## src/rtl/seg7_pkg.sv

```systemverilog
// Shared definitions for the 7-segment scan monitor: glyph patterns, blank code, FSM states.
// Glyphs are active-high {g,f,e,d,c,b,a}.
package seg7_pkg;

    localparam logic [4:0] CODE_BLANK = 5'h10;

    localparam logic [6:0] GLYPH_BLANK = 7'h00;
    localparam logic [6:0] GLYPH_0 = 7'h3F;
    localparam logic [6:0] GLYPH_1 = 7'h06;
    localparam logic [6:0] GLYPH_2 = 7'h5B;
    localparam logic [6:0] GLYPH_3 = 7'h4F;
    localparam logic [6:0] GLYPH_4 = 7'h66;
    localparam logic [6:0] GLYPH_5 = 7'h6D;
    localparam logic [6:0] GLYPH_6 = 7'h7D;
    localparam logic [6:0] GLYPH_7 = 7'h07;
    localparam logic [6:0] GLYPH_8 = 7'h7F;
    localparam logic [6:0] GLYPH_9 = 7'h6F;
    localparam logic [6:0] GLYPH_A = 7'h77;
    localparam logic [6:0] GLYPH_B = 7'h7C;
    localparam logic [6:0] GLYPH_C = 7'h39;
    localparam logic [6:0] GLYPH_D = 7'h5E;
    localparam logic [6:0] GLYPH_E = 7'h79;
    localparam logic [6:0] GLYPH_F = 7'h71;

    typedef enum logic [1:0] {
        WAIT   = 2'd0,
        SETTLE = 2'd1,
        HELD   = 2'd2
    } state_e;

    function automatic logic is_one_hot4(input logic [3:0] v);
        return (v != 4'd0) && ((v & (v - 4'd1)) == 4'd0);
    endfunction

    function automatic logic [1:0] one_hot_idx4(input logic [3:0] v);
        logic [1:0] idx;
        case (v)
            4'b0001: idx = 2'd0;
            4'b0010: idx = 2'd1;
            4'b0100: idx = 2'd2;
            4'b1000: idx = 2'd3;
            default: idx = 2'd0;
        endcase
        return idx;
    endfunction

endpackage

```

## src/rtl/seg7_glyph_decode.sv

```systemverilog
// Combinational glyph decoder: active-high 7-bit segment pattern -> {ok, hex/blank code}.
module seg7_glyph_decode
    import seg7_pkg::*;
(
    input  logic [6:0] pattern,
    output logic       ok,
    output logic [4:0] code
);

    // Map each recognised glyph to its code; anything else is flagged not ok.
    always_comb begin
        ok   = 1'b1;
        code = CODE_BLANK;
        case (pattern)
            GLYPH_BLANK: code = CODE_BLANK;
            GLYPH_0:     code = 5'h00;
            GLYPH_1:     code = 5'h01;
            GLYPH_2:     code = 5'h02;
            GLYPH_3:     code = 5'h03;
            GLYPH_4:     code = 5'h04;
            GLYPH_5:     code = 5'h05;
            GLYPH_6:     code = 5'h06;
            GLYPH_7:     code = 5'h07;
            GLYPH_8:     code = 5'h08;
            GLYPH_9:     code = 5'h09;
            GLYPH_A:     code = 5'h0A;
            GLYPH_B:     code = 5'h0B;
            GLYPH_C:     code = 5'h0C;
            GLYPH_D:     code = 5'h0D;
            GLYPH_E:     code = 5'h0E;
            GLYPH_F:     code = 5'h0F;
            default: begin
                ok   = 1'b0;
                code = CODE_BLANK;
            end
        endcase
    end

endmodule

```

## src/rtl/seg7_scan_monitor.sv

```systemverilog
// Receiver for a multiplexed 4-digit 7-segment bus: recovers each digit's character.
// Optional decimal-point capture is enabled by defining SEG7_DP_CAPTURE_EN.
module seg7_scan_monitor
    import seg7_pkg::*;
#(
    parameter int STABLE_CYCLES  = 4,
    parameter int TIMEOUT_CYCLES = 1000000,
    parameter bit SEG_ACTIVE_LOW = 1'b1
) (
    input  logic        clock_entrada,
    input  logic        reset,
    input  logic [7:0]  seg_in,
    input  logic [3:0]  dig_n,
    output logic [19:0] digit_code,
    output logic [3:0]  digit_valid,
    output logic [3:0]  dp_out,
    output logic        upd,
    output logic [1:0]  upd_idx,
    output logic        pat_err,
    output logic        multi_err
);

    localparam int CW = (STABLE_CYCLES > 2) ? $clog2(STABLE_CYCLES) : 1;
    localparam int TW = $clog2(TIMEOUT_CYCLES + 1);
    localparam logic [CW-1:0] CNT_MAX  = CW'(STABLE_CYCLES - 1);
    localparam logic [TW-1:0] TMO_LAST = TW'(TIMEOUT_CYCLES - 1);
    localparam logic [TW-1:0] TMO_MAX  = TW'(TIMEOUT_CYCLES);
    // Idle bus value (all digits off, all segments dark) so reset does not look like activity.
    localparam logic [11:0] IDLE_BUS = {4'hF, (SEG_ACTIVE_LOW ? 8'hFF : 8'h00)};

    logic [11:0]        sync1_r, samp_r, prev_r;
    state_e             state_r;
    logic [CW-1:0]      cnt_r;
    logic               upd_r, multi_err_r, pat_err_r;
    logic [1:0]         upd_idx_r;
    logic [3:0][4:0]    code_r;
    logic [3:0]         valid_r;
    logic [3:0][TW-1:0] tmo_r;

    logic       same_s, any_en_s, one_s, act_s, wr_s, dec_ok_s;
    logic [3:0] en_s;
    logic [1:0] slot_s;
    logic [6:0] seg_norm_s;
    logic [4:0] dec_code_s;

    // Sample classification and capture decision.
    always_comb begin
        same_s     = (samp_r == prev_r);
        en_s       = ~samp_r[11:8];
        any_en_s   = |en_s;
        one_s      = is_one_hot4(en_s);
        slot_s     = one_hot_idx4(en_s);
        seg_norm_s = SEG_ACTIVE_LOW ? ~samp_r[6:0] : samp_r[6:0];
        act_s      = (state_r == SETTLE) && same_s && (cnt_r == CNT_MAX);
        wr_s       = act_s && one_s;
    end

    seg7_glyph_decode u_decode (
        .pattern (seg_norm_s),
        .ok      (dec_ok_s),
        .code    (dec_code_s)
    );

    // Two-stage synchronizer plus one-sample history for change detection.
    always_ff @(posedge clock_entrada or posedge reset) begin
        if (reset) begin
            sync1_r <= IDLE_BUS;
            samp_r  <= IDLE_BUS;
            prev_r  <= IDLE_BUS;
        end else begin
            sync1_r <= {dig_n, seg_in};
            samp_r  <= sync1_r;
            prev_r  <= samp_r;
        end
    end

    // Stability counter, scan FSM, update strobe and multi-digit error.
    always_ff @(posedge clock_entrada or posedge reset) begin
        if (reset) begin
            state_r     <= WAIT;
            cnt_r       <= '0;
            upd_r       <= 1'b0;
            upd_idx_r   <= 2'd0;
            multi_err_r <= 1'b0;
        end else begin
            upd_r <= wr_s;
            if (wr_s) begin
                upd_idx_r <= slot_s;
            end
            if (act_s && any_en_s && !one_s) begin
                multi_err_r <= 1'b1;
            end
            if (!same_s) begin
                cnt_r <= '0;
            end else if (cnt_r != CNT_MAX) begin
                cnt_r <= cnt_r + 1'b1;
            end
            case (state_r)
                WAIT: begin
                    if (any_en_s) begin
                        state_r <= SETTLE;
                        cnt_r   <= '0;
                    end
                end
                SETTLE: begin
                    if (act_s) begin
                        state_r <= HELD;
                    end
                end
                HELD: begin
                    if (!same_s) begin
                        state_r <= any_en_s ? SETTLE : WAIT;
                        cnt_r   <= '0;
                    end
                end
                default: state_r <= WAIT;
            endcase
        end
    end

    // Slot registers: a write beats a coinciding timeout on the same slot.
    always_ff @(posedge clock_entrada or posedge reset) begin
        if (reset) begin
            code_r    <= {4{CODE_BLANK}};
            valid_r   <= 4'b0000;
            pat_err_r <= 1'b0;
        end else begin
            if (wr_s && !dec_ok_s) begin
                pat_err_r <= 1'b1;
            end
            for (int i = 0; i < 4; i++) begin
                if (wr_s && (slot_s == 2'(i))) begin
                    code_r[i]  <= dec_ok_s ? dec_code_s : CODE_BLANK;
                    valid_r[i] <= dec_ok_s;
                end else if (tmo_r[i] == TMO_LAST) begin
                    valid_r[i] <= 1'b0;
                end
            end
        end
    end

    // Per-slot refresh timers, saturating at the timeout value.
    always_ff @(posedge clock_entrada or posedge reset) begin
        if (reset) begin
            tmo_r <= '0;
        end else begin
            for (int i = 0; i < 4; i++) begin
                if (wr_s && (slot_s == 2'(i))) begin
                    tmo_r[i] <= '0;
                end else if (tmo_r[i] != TMO_MAX) begin
                    tmo_r[i] <= tmo_r[i] + 1'b1;
                end
            end
        end
    end

`ifdef SEG7_DP_CAPTURE_EN
    logic [3:0] dp_r;
    logic       dp_norm_s;

    assign dp_norm_s = SEG_ACTIVE_LOW ? ~samp_r[7] : samp_r[7];

    // Decimal point captured alongside each slot write.
    always_ff @(posedge clock_entrada or posedge reset) begin
        if (reset) begin
            dp_r <= 4'b0000;
        end else begin
            for (int i = 0; i < 4; i++) begin
                if (wr_s && (slot_s == 2'(i))) begin
                    dp_r[i] <= dp_norm_s;
                end
            end
        end
    end

    assign dp_out = dp_r;
`else
    assign dp_out = 4'b0000;
`endif

    assign digit_code  = code_r;
    assign digit_valid = valid_r;
    assign upd         = upd_r;
    assign upd_idx     = upd_idx_r;
    assign pat_err     = pat_err_r;
    assign multi_err   = multi_err_r;

endmodule

```

## config.mk

```make
export PLATFORM = sky130hd
export DESIGN_NAME = seg7_scan_monitor
export DESIGN_NICKNAME = d
export VERILOG_FILES = /design/src/rtl/seg7_pkg.sv /design/src/rtl/seg7_glyph_decode.sv /design/src/rtl/seg7_scan_monitor.sv
export SDC_FILE = /design/constraint.sdc
export NUM_CORES = 1
export LEC_CHECK = 0
export ABC_CLOCK_PERIOD_IN_PS = 11300
export BUFFER_PORTS_ARGS = -buffer_cell sky130_fd_sc_hd__buf_2
export CAP_MARGIN = 20
export CORE_ASPECT_RATIO = 0.9
export CORE_UTILIZATION = 25
export DETAILED_ROUTE_END_ITERATION = 7
export GPL_ROUTABILITY_DRIVEN = 0
export SETUP_SLACK_MARGIN = 0.05
export SYNTH_ARGS = -nofsm -noshare
export SYNTH_HDL_FRONTEND = slang
export SYNTH_HIERARCHICAL = 1
export SYNTH_SLANG_ARGS = --single-unit
```

## constraint.sdc

```tcl
create_clock -name clock_entrada -period 11.3 [get_ports clock_entrada]
set_clock_uncertainty 0.2 [all_clocks]
set_input_delay 3.39 -clock clock_entrada [delete_from_list [all_inputs] [get_ports clock_entrada]]
set_output_delay 3.39 -clock clock_entrada [all_outputs]
set_load 0.02 [all_outputs]
```

# Word level (Yosys, flattened, before mapping)
# Cells that the tools add are included.
# Widths: inputs -> output; s select.
# word_totals
reg_bits	149
inputBits	14
out_inout_bits	33
wordCells	127
# classes
add_sub_neg	6
n_eq_ne	38
muxes	30
bitwise_logic	3
n_reduce_logical	29
# op_table
cell	count
$mux 20	8
$eq 7x7->1 const B	12
$add 20x1->20 const B	4
$eq 20x20->1 const B	4
$ne 20x20->1 const B	4
$pmux 5 s16	1
$reduce_or 17->1	1
$reduce_bool 2->1	8
$eq 7x3->1 const B	2
$eq 7x6->1 const B	2
$mux 2	7
$eq 12x12->1	1
$pmux 2 s3	2
$logic_and 1x1->1	11
$mux 1	10
$eq 2x2->1 const B	4
$ne 2x2->1 const B	4
$logic_not 7->1	1
$not 7->7	1
$mux 5	1
$and 4x4->4	1
$eq 2x1->1 const B	2
$eq 4x2->1 const B	1
$eq 4x3->1 const B	1
other kinds (11)	13

# Logic depth before layout (Yosys ltp)
# Gate-level depths: netlist of the first run.
# depth
word_depth	8
mapped_depth	9
depth_no_buf	8

# Cells and area by module
# Netlist of the first run, hierarchy kept.
# modules_own_cells
module	instances	cells_each	area_per_inst_um2	seq_area_each_um2
seg7_scan_monitor	1	603	6666.4	3778.6
seg7_glyph_decode	1	59	385.4	0.0

# Worst setup path after synthesis of the first run
# OpenSTA, ideal clock, no wires.
# synth_path
path_kind	register -> output
start	register code_r, in the netlist digit_code[14]
end	output port digit_code[14]
arrival_ns	0.561
required_time_ns	7.710
slack_ns	7.149
stages_incl_launch_ff	1
path_cell_list	dfstp_2
# synth_lines
item	line_no	rtl
start, declared	seg7_scan_monitor.sv:36	logic [3:0][4:0] code_r;
start signal, assigned	seg7_scan_monitor.sv:124	code_r <= {4{CODE_BLANK}};
start signal, assigned by index	seg7_scan_monitor.sv:133	code_r[i] <= dec_ok_s ? dec_code_s : CODE_BLANK;
end, declared	seg7_scan_monitor.sv:14	output logic [19:0] digit_code,
# No word-level cell between the ends.

# Worst setup path in the final report of the first run
# layout_path
start	register code_r, in the netlist digit_code[14]
end	output port digit_code[14]
# No word-level cell between the ends.

==> results of run 1 <==
==> cells in the final DEF, fill, tap and decap left out, types with 3 or more instances in the layout <==
cell / n
nand3_1: 34
nand4_1: 22
ha_1: 8
dfrtp_1: 109
a21oi_1: 9
o31a_1: 4
dfstp_2: 40
conb_1: 4
and4_1: 9
nor4bb_1: 3
and3_1: 9
or3_1: 3
inv_1: 31
nand2b_1: 6
buf_4: 5
or3b_2: 5
nand2_1: 36
buf_2: 42
xor2_1: 33
nor3_1: 18
inv_6: 9
xnor2_1: 52
clkbuf_16: 18
o21ai_0: 6
mux2i_1: 4
nor2_1: 110
or2_2: 4
nor4_1: 9
nor4b_1: 4
and2_1: 6
mux2_2: 24
==> per-stage QoR <==
stage / instance area (um2) / utilization [%]
floorplan: 7060 / -
global placement: 7600 / 27.8
detailed placement: 7600 / 27.8
CTS: 8170 / 29.8
global route: 8170 / 29.8
finish: 8170 / 29.8
==> area by class of cell <==
cell class | count | area, um2
Clock buffer | 19 | 464
Clock inverter | 13 | 104
Fill cell | 2864 | 19200
Inverter | 32 | 125
Multi-Input combinational cell | 458 | 3010
Sequential cell | 149 | 3780
Tap cell | 354 | 443
Timing Repair Buffer | 47 | 248
==> kinds of logic after synthesis <==
group	share of synthesized area (%)
XOR/XNOR	10.6
adder cells (fa/ha/maj)	1.42
other	0.0532
flip-flops	53.6
multiplexers	4.40
AO/OA/AOI/OAI	3.18
AND/OR/NAND/NOR	22.8
buffers and inverters	3.97
==> layer usage <==
metal  GRT usage (%)  up-vias
met1            14.8     2308
met4            3.58        0
met3            2.82       14
li1                -     2337
met2            15.7       81
met5               0        -
==> power by group <==
| part | total, uW | switching (uW) | internal [uW] | leakage [uW] |
|---|---|---|---|---|
| logic | 36.2 | 26.5 | 9.70 | 0.00136 |
| registers | 551 | 5.28 | 545 | 0.00188 |
| clock network | 549 | 242 | 306 | 0.000288 |
| total | 1140 | 274 | 862 | 0.00353 |
==> sequential cells by signal (all words and copies together) (netlist names) <==
| register | cells |
|---|---|
| state_r | 2 |
| digit_valid | 4 |
| pat_err | 1 |
| upd | 1 |
| digit_code | 20 |
| tmo_r | 80 |
| multi_err | 1 |
| prev_r | 12 |
| sync1_r | 12 |
| samp_r | 12 |
| upd_idx | 2 |
| cnt_r | 2 |
==> how the worst max path moves through the flow <==
stage | cells past startpoint | slack (ns) | end
2_1_floorplan | 1 | 3.77 | cnt_r[0]$_DFF_PP0_
3_3_place_gp | 3 | 6.23 | digit_code[15]$_DFFE_PP0P_
3_5_place_dp | 3 | 6.22 | digit_code[5]$_DFFE_PP0P_
4_1_cts | 1 | 6.58 | digit_code[14]
5_1_grt | 3 | 6.51 | tmo_r[5]$_DFFE_PP0P_
6_report | 1 | 6.60 | digit_code[14]
==> impl_metrics.csv, run 1 <==
group,metric,value,unit
placed_design,portBuffers,42,
routing,ant_nets,0,
routing,drc,4,
final_layout,antenna_cells,0,
worst_setup_path,timing.rr.end,"digit_code[9]$_DFFE_PP1P_",
sta,drv_slew,0,
clocking,ctsResizeCount,0,
run,drv_cap,0,
routing,wl,14300,um
sta,post-route-min-period,4.70,ns
synth,synth_top_area_cell,"dfrtp_1",
final_layout,areaGrowthSynthToFinish,15.9,%
worst_setup_path,critPathLaunchType,"register",
synth,synth.yosys.seq_area_share,53.6,%
run_status,violations,"DRC",
routing,top_layer_used,"met4",
routing,via_per_inst,4.42,
synth,ys.flop_type,"dfrtp_1",
synth,synth_most_common_cell,"nor2_1",
die,start_util,25.7,%
placed_design,dpl.cell_count,1040,
global_route,grt_pass1_vias,4533,
synth,synthTopCellsByCount,"110 x nor2_1, 109 x dfrtp_1, 52 x xnor2_1",
global_route,antenna_found_initial,0,
sta,worstMarginPinSlew,0.960,ns
clocking,cts_buffer_depth,2,
worst_setup_path,critPathKind,"reg2out",
clocking,clkSinkCount,149,
global_route,grt_overflow,0,
final_layout,layout-drive-gt1-share,22.3,%
global_route,grt_pass1_wl,23700,um
final_layout,final_cells,1072,
sta,tns,0,ns
clocking,root_buffer,"clkbuf_16",
routing,avgRoutedWirePerCell,13.3,um
final_layout,nets,727,
die,num_rows,57,
clocking,clk_pin_slew,0.07,ns
power,finalPower,1140,uW
hold_path,hold_depth,0,
sta,fin_crit_sh,41.6,%
worst_setup_path,r2r_start,"samp_r[0]$_DFF_PP1_",
routing,wl_met3,503,um
worst_setup_path,cp_slowest_cell,"dfstp_2",
worst_setup_path,cp_num_buf_inv,1,
sta,rsz0062_at_grt,"no",
global_route,grt_start_max_net_pins,108,
worst_setup_path,cp.arrival,1.11,ns
power,peakVddDrop,0.0970,mV
die,die_x,179,um
synth,synth_edf_count,0,
synth,yosysUniqueCellTypes,60,
placed_design,pre_cts_ws,6.22,ns
routing,drt_iter0_drc,232,
synth,yosysWarnings,6,
routing,wl_met1,7220,um
worst_setup_path,crit_path_cell_trace,"buf_2",
clocking,cts_buffers,17,
die,core_area,27400,um2
synth,syn-cell-area,7050,um2
hold_path,whs_endpoint,"samp_r[7]$_DFF_PP1_",
synth,yosysTopAreaCellShare,38.7,%
sta,setup_violations,0,
synth,async_reset_ff_share,100,%
clocking,htree_levels,4,
sta,final_hold_viol_count,0,
routing,num_vias,4740,
sta,hold_ws,0.154,ns
worst_setup_path,cpPeakStageDelay,0.52,ns
worst_setup_path,path_delay_family,"flip-flops",
run_status,status,"finished with violations",
power,p_per_area,139,nW/um2
die,die-area,28900,um2
power,leakage,0.00353,uW
clocking,cts_setup_buffers,0,
sta,max-slew-margin-rel,36.0,%
worst_setup_path,r2r_slack,7.98,ns
global_route,grt_use_total,10.6,%
clocking,cts_hold_buf,0,
die,die_h,161,um
routing,drt-pass1-iter-count,6,
hold_path,min-delay-start,"sync1_r[7]$_DFF_PP1_",
sta,max_freq,213,MHz
routing,met2_length,6370,um
worst_setup_path,crit_fanout,2,
sta,setup_ws,6.60,ns
clocking,tritoncts,"built",
placed_design,hpwlAfterDp,9470,um
worst_setup_path,cp-startpoint,"digit_code[14]$_DFFE_PP1P_",
die,num_io_pins,47,
worst_setup_path,rr_worst_depth,8,
hold_path,min_path_type,"reg2reg",
clocking,clkLatencyLatePin,0.43,ns
synth,synth-seq-cells,149,
worst_setup_path,end_kind,"output pin",
worst_setup_path,required,7.71,ns
synth,avgSynthCellArea,10.7,um2
synth,synthTopCellsByArea,"dfrtp_1 39%, dfstp_2 15%, xnor2_1 6.5%",
synth,postSynthCellCount,662,
Note: power is estimated with default switching activity, not from simulation.
==> inputs of run 2 (changes only) <==
ABC_CLOCK_PERIOD_IN_PS = 4600   (was 11300)
clock period = 4.6 ns   (was 11.3 ns; I/O delays follow)
==> run 2 against run 1 <==
  * The flow still finishes with violations (DRC)
  * Setup slack got worse by 5.0 ns
  * Flip-flop and latch count did not move
  * Critical endpoint is now digit_valid[3]$_DFFE_PP0P_
  * Sequential power rose by 150%
  * Via count fell by 0.59%
  * Clock-buffer cell count rose by 4
  * Core utilization rose by 0.17 points
  * Highest routed layer unchanged
  * Hold slack got worse by 0.0051 ns
  * Clock power rose by 150%
==> impl_metrics.csv, run 2 (same netlist as run 1, synthesis figures left out) <==
group,metric,value,unit
clocking,tritoncts,"built",
clocking,cts_hold_buf,0,
die,die_h,161,um
die,num_io_pins,47,
routing,avgRoutedWirePerCell,13.2,um
worst_setup_path,required,4.71,ns
sta,setup_violations,0,
routing,wl,14200,um
power,peakVddDrop,0.204,mV
sta,rsz0062_at_grt,"no",
routing,via_per_inst,4.39,
die,num_rows,57,
final_layout,nets,729,
worst_setup_path,cp.arrival,3.11,ns
worst_setup_path,critPathLaunchType,"register",
final_layout,antenna_cells,0,
final_layout,final_common_cell,"nor2_1",
clocking,clkSinkCount,149,
worst_setup_path,crit_fanout,19,
placed_design,portBuffers,42,
global_route,grt_overflow,0,
die,die_x,179,um
power,leakage,0.00354,uW
placed_design,hpwlAfterDp,9530,um
power,switching_share,22.8,%
routing,drc,2,
clocking,htree_levels,4,
sta,hold_ws,0.149,ns
clocking,clk_pin_slew,0.06,ns
worst_setup_path,end_kind,"register",
worst_setup_path,crit_path_cell_trace,"xnor2_1, and4_1, nand4_4, nor4b_4, buf_4, mux2_2",
clocking,clkLatencyLatePin,0.43,ns
power,p_int,2150,uW
global_route,grt_pass1_vias,4430,
final_layout,largest_reg_flops,80,
routing,ant_nets,0,
final_layout,areaGrowthSynthToFinish,16.6,%
sta,tns,0,ns
worst_setup_path,rr_worst_depth,6,
final_layout,layout-drive-gt1-share,22.2,%
power,power_frac_clock,48.3,%
die,start_util,25.7,%
clocking,cts_buffers,17,
power,power_frac_comb,3.2,%
sta,worstMarginPinSlew,0.884,ns
die,die-area,28900,um2
hold_path,min_path_type,"reg2reg",
worst_setup_path,cpPeakStageDelay,0.64,ns
global_route,grt_pass1_wl,23300,um
global_route,grt_start_max_net_pins,90,
run,drv_cap,0,
final_layout,largest-register,"tmo_r",
sta,max-slew-margin-rel,40.6,%
clocking,cts_setup_buffers,0,
clocking,root_buffer,"clkbuf_16",
run_status,status,"finished with violations",
die,core_area,27400,um2
power,power_switching,637,uW
clocking,ctsResizeCount,0,
power,p_per_area,340,nW/um2
routing,drt_iter0_drc,281,
placed_design,pre_cts_ws,1.62,ns
sta,drv_slew,0,
sta,max_freq,333,MHz
global_route,grt_use_total,10.4,%
sta,final_hold_viol_count,0,
final_layout,final_cells,1074,
hold_path,hold_depth,0,
sta,fin_crit_sh,65.3,%
sta,setup_ws,1.59,ns
clocking,cts_buffer_depth,2,
placed_design,dpl.cell_count,1042,
routing,num_vias,4712,
power,seqPwrFrac,48.5,%
worst_setup_path,cp_slowest_cell,"dfstp_2",
routing,drt-pass1-iter-count,6,
final_layout,layout_common_cells,"110 x nor2_1, 109 x dfrtp_1, 52 x xnor2_1, 42 x buf_2, 40 x dfstp_2",
sta,post-route-min-period,3.01,ns
global_route,antenna_found_initial,0,
run_status,violations,"DRC",
worst_setup_path,critPathKind,"reg2reg",
## run 2: cell count changes in the layout (fill, tap and decap cells not counted), sizes merged
cell / previous run / this run
clkbuf: 19 / 23
buf: 47 / 49
clkinv: 2 / 6
clkinvlp: 0 / 1
inv: 43 / 34
## run 2: power groups by stage
stage          clock [uW]  combinational, uW  sequential [uW]
4_1_cts              1380               92.3             1350
3_5_place_dp            0               91.3             1380
2_1_floorplan           0               75.3             1370
6_report             1350               90.4             1350
5_1_grt              1430                103             1350
3_3_place_gp            0               91.2             1380
## run 2: final timing paths
kind	startpoint	end	slack (ns)
worst max register to register	samp_r[11]$_DFF_PP1_	digit_valid[3]$_DFFE_PP0P_	1.59
worst min-delay path	sync1_r[2]$_DFF_PP1_	samp_r[2]$_DFF_PP1_	0.15
worst max-delay path	samp_r[11]$_DFF_PP1_	digit_valid[3]$_DFFE_PP0P_	1.59
max in group asynchronous	reset	prev_r[9]$_DFF_PP1_	2.88
min in group asynchronous	reset	tmo_r[43]$_DFFE_PP0P_	0.86
worst min register to register	sync1_r[2]$_DFF_PP1_	samp_r[2]$_DFF_PP1_	0.15
## run 2: through the flow
stage / utilization, % / area [um2] / total power, uW
3_3_place_gp: 27.9 / 7640 / 1470
2_1_floorplan: - / 7070 / 1440
4_1_cts: 30.0 / 8220 / 2830
3_5_place_dp: 27.9 / 7640 / 1470
5_1_grt: 30.0 / 8220 / 2890
6_report: 30.0 / 8220 / 2790
## run 2: worst max-delay path: cells and delay by family (launching register included)
kind,cells,cell delay (ns)
AND/OR/NAND/NOR,3,1.16
flip-flops,1,0.64
multiplexers,1,0.37
buffers and inverters,1,0.35
XOR/XNOR,1,0.17
## run 2: layout make-up
cell class,instances,area [um2]
fill,2840,19200
clock inverter,9,65.1
timing repair buffer,49,288
inverter,32,124
tap,354,443
multi-input combinational,458,3010
sequential,149,3780
clock buffer,23,510
## run 2: layer usage
layer	part of all wire [%]	track usage, %
met1	50	14.9
met2	44	14.8
met4	1.8	4.66
met3	3.8	2.52
met5	0	0
==> inputs of run 3 (changes only) <==
ABC_AREA = 1   (was unset)
ABC_CLOCK_PERIOD_IN_PS = 2530   (was 4600)
clock period = 2.53 ns   (was 4.6 ns; I/O delays follow)
==> run 3 against run 2 <==
  * Global-route usage up 0.80 points
  * Setup slack worse by 1.3 ns
  * Hold slack lost 0.099 ns
  * Synthesized cell count up 35%
  * Core utilization is 0.19 points lower
  * Non-clock buffer count increased by 2
  * The run now ends clean
  * Wire length grew 16%
  * Clock-buffer cell count is 6 lower
  * Largest cell class unchanged
  * Critical path depth grew 2
  * Final cell count grew 28%
  * Final area up 9.0%
  * Critical endpoint is now tmo_r[16]$_DFFE_PP0P_
==> impl_metrics.csv, run 3 <==
group,metric,value,unit
synth,synth_top_area_cell,"dfrtp_1",
sta,rsz0062_at_grt,"no",
synth,ys.flop_type,"dfrtp_1",
sta,setup_violations,0,
synth,avgSynthCellArea,8.57,um2
die,die-area,31400,um2
clocking,cts_buffer_depth,2,
routing,ant_nets,0,
global_route,grt_overflow,0,
routing,wl,16500,um
power,leakage,0.00415,uW
power,p_per_area,580,nW/um2
routing,via_per_inst,4.15,
die,die_x,187,um
die,num_io_pins,47,
die,start_util,25.5,%
clocking,htree_levels,4,
worst_setup_path,cpPeakStageDelay,0.55,ns
power,peakVddDrop,0.464,mV
routing,drc,0,
sta,final_hold_viol_count,0,
synth,syn-cell-area,7660,um2
placed_design,pre_cts_ws,0.227,ns
worst_setup_path,r2r_start,"samp_r[4]$_DFF_PP1_",
synth,yosysWarnings,6,
routing,avgRoutedWirePerCell,12.0,um
global_route,grt_start_max_net_pins,97,
clocking,cts_buffers,17,
run,drv_cap,0,
sta,post-route-min-period,2.22,ns
worst_setup_path,timing.rr.end,"tmo_r[16]$_DFFE_PP0P_",
sta,setup_ws,0.314,ns
clocking,tritoncts,"built",
synth,yosysUniqueCellTypes,44,
final_layout,nets,976,
routing,drt_iter0_drc,312,
synth,synthTopCellsByCount,"207 x nand2_1, 150 x nor2_1, 109 x dfrtp_1",
worst_setup_path,crit_top_cell,"nor2_1",
die,die_h,168,um
synth,synth.yosys.seq_area_share,49.3,%
clocking,clkSinkCount,149,
synth,async_reset_ff_share,100,%
worst_setup_path,path_delay_family,"simple AND/OR/NAND/NOR gates",
sta,max_freq,451,MHz
worst_setup_path,cp.arrival,2.33,ns
clocking,clk_pin_slew,0.06,ns
global_route,grt_pass1_vias,5613,
final_layout,final_common_cell,"nand2_1",
routing,drt-pass1-iter-count,5,
final_layout,largest-register,"tmo_r",
sta,drv_slew,0,
clocking,root_buffer,"clkbuf_16",
worst_setup_path,cp_slowest_cell,"dfstp_2",
placed_design,hpwlAfterDp,12000,um
worst_setup_path,path_depth,8,
synth,synth_most_common_cell,"nand2_1",
worst_setup_path,cp_num_buf_inv,1,
final_layout,layout-drive-gt1-share,20.6,%
routing,num_vias,5679,
final_layout,final_cells,1370,
placed_design,dpl.cell_count,1338,
worst_setup_path,end_kind,"register",
worst_setup_path,r2r_slack,0.31,ns
synth,yosysTopAreaCellShare,35.6,%
hold_path,min_path_type,"in2async",
worst_setup_path,critPathKind,"reg2reg",
synth,synthTopCellsByArea,"dfrtp_1 36%, dfstp_2 14%, nand2_1 10%",
clocking,cts_hold_buf,0,
run_status,status,"complete, no violations",
global_route,grt_use_total,11.2,%
die,core_area,30000,um2
worst_setup_path,rr_worst_depth,8,
worst_setup_path,crit_path_cell_trace,"xnor2_1, nand2_1, nor2_1, nand2_2, nor2_8, nand4_4, inv_6, nor2_1",
worst_setup_path,crit_fanout,17,
global_route,antenna_found_initial,0,
final_layout,layout_common_cells,"207 x nand2_1, 149 x nor2_1, 109 x dfrtp_1, 93 x inv_1, 48 x nand3_1",
final_layout,largest_reg_flops,80,
final_layout,antenna_cells,0,
sta,fin_crit_sh,87.6,%
final_layout,areaGrowthSynthToFinish,16.9,%
worst_setup_path,required,2.64,ns
synth,synth-seq-cells,149,
placed_design,portBuffers,42,
clocking,clkLatencyLatePin,0.44,ns
worst_setup_path,critPathLaunchType,"register",
synth,synth_edf_count,0,
die,num_rows,60,
synth,postSynthCellCount,894,
global_route,grt_pass1_wl,28000,um
## run 3: per-stage QoR
step                      hold WS [ns]  TNS [ns]  util (%)  power [uW]  cell area, um2
after floorplan                  0.145    -29.57         -        2630            7680
after global placement           0.147         0      27.8        2680            8360
after detailed placement         0.147         0      27.8        2680            8360
after CTS                       0.0406         0      29.8        5280            8950
final                           0.0500         0      29.8        5200            8960
after global routing            0.0406         0      29.8        5410            8960
## run 3: cells by family after synthesis
| group | count (synthesis) | synth area share [%] |
|---|---|---|
| compound gates | 48 | 3.76 |
| xor+xnor | 58 | 6.73 |
| fa+ha+maj | 8 | 1.31 |
| buf+inv | 122 | 6.96 |
| flops | 149 | 49.3 |
| other cells | 1 | 0.0489 |
| simple gates | 508 | 31.9 |
## run 3: layout make-up
cell class / instances / area (um2)
Clock buffer: 17 / 425
Fill cell: 3215 / 21100
Clock inverter: 15 / 166
Inverter: 109 / 420
Multi-Input combinational cell: 626 / 3370
Tap cell: 403 / 504
Sequential cell: 149 / 3780
Timing Repair Buffer: 51 / 290
## run 3: report_power, final
| part | internal (uW) | leakage [uW] | switching (uW) |
|---|---|---|---|
| clock network | 1470 | 0.000282 | 1090 |
| logic | 46.2 | 0.00199 | 135 |
| registers | 2440 | 0.00188 | 18.8 |
## run 3: worst max-delay path by stage
| stage | start | end |
|---|---|---|
| after global placement | samp_r[5]$_DFF_PP1_ | tmo_r[17]$_DFFE_PP0P_ |
| after CTS | samp_r[4]$_DFF_PP1_ | digit_code[4]$_DFFE_PP1P_ |
| after global routing | samp_r[4]$_DFF_PP1_ | digit_code[19]$_DFFE_PP1P_ |
| after detailed placement | samp_r[4]$_DFF_PP1_ | digit_code[4]$_DFFE_PP1P_ |
| final | samp_r[4]$_DFF_PP1_ | tmo_r[16]$_DFFE_PP0P_ |
| after floorplan | reset | cnt_r[0]$_DFF_PP0_ |
## run 3: what timing repair did
item,CTS,global route
endpoints found under the setup margin,0,4
resized for setup,0,2
buffers inserted,0,0
## run 3: routing by layer
layer | vias up | routed length (um) | share of wire, % | GRT usage (%)
met5 | - | 0 | 0 | 0
met4 | 0 | 133 | 0.81 | 2.78
met3 | 12 | 718 | 4.4 | 3.31
met2 | 90 | 7390 | 45 | 17.6
met1 | 2653 | 8230 | 50 | 15.2
li1 | 2924 | - | - | -
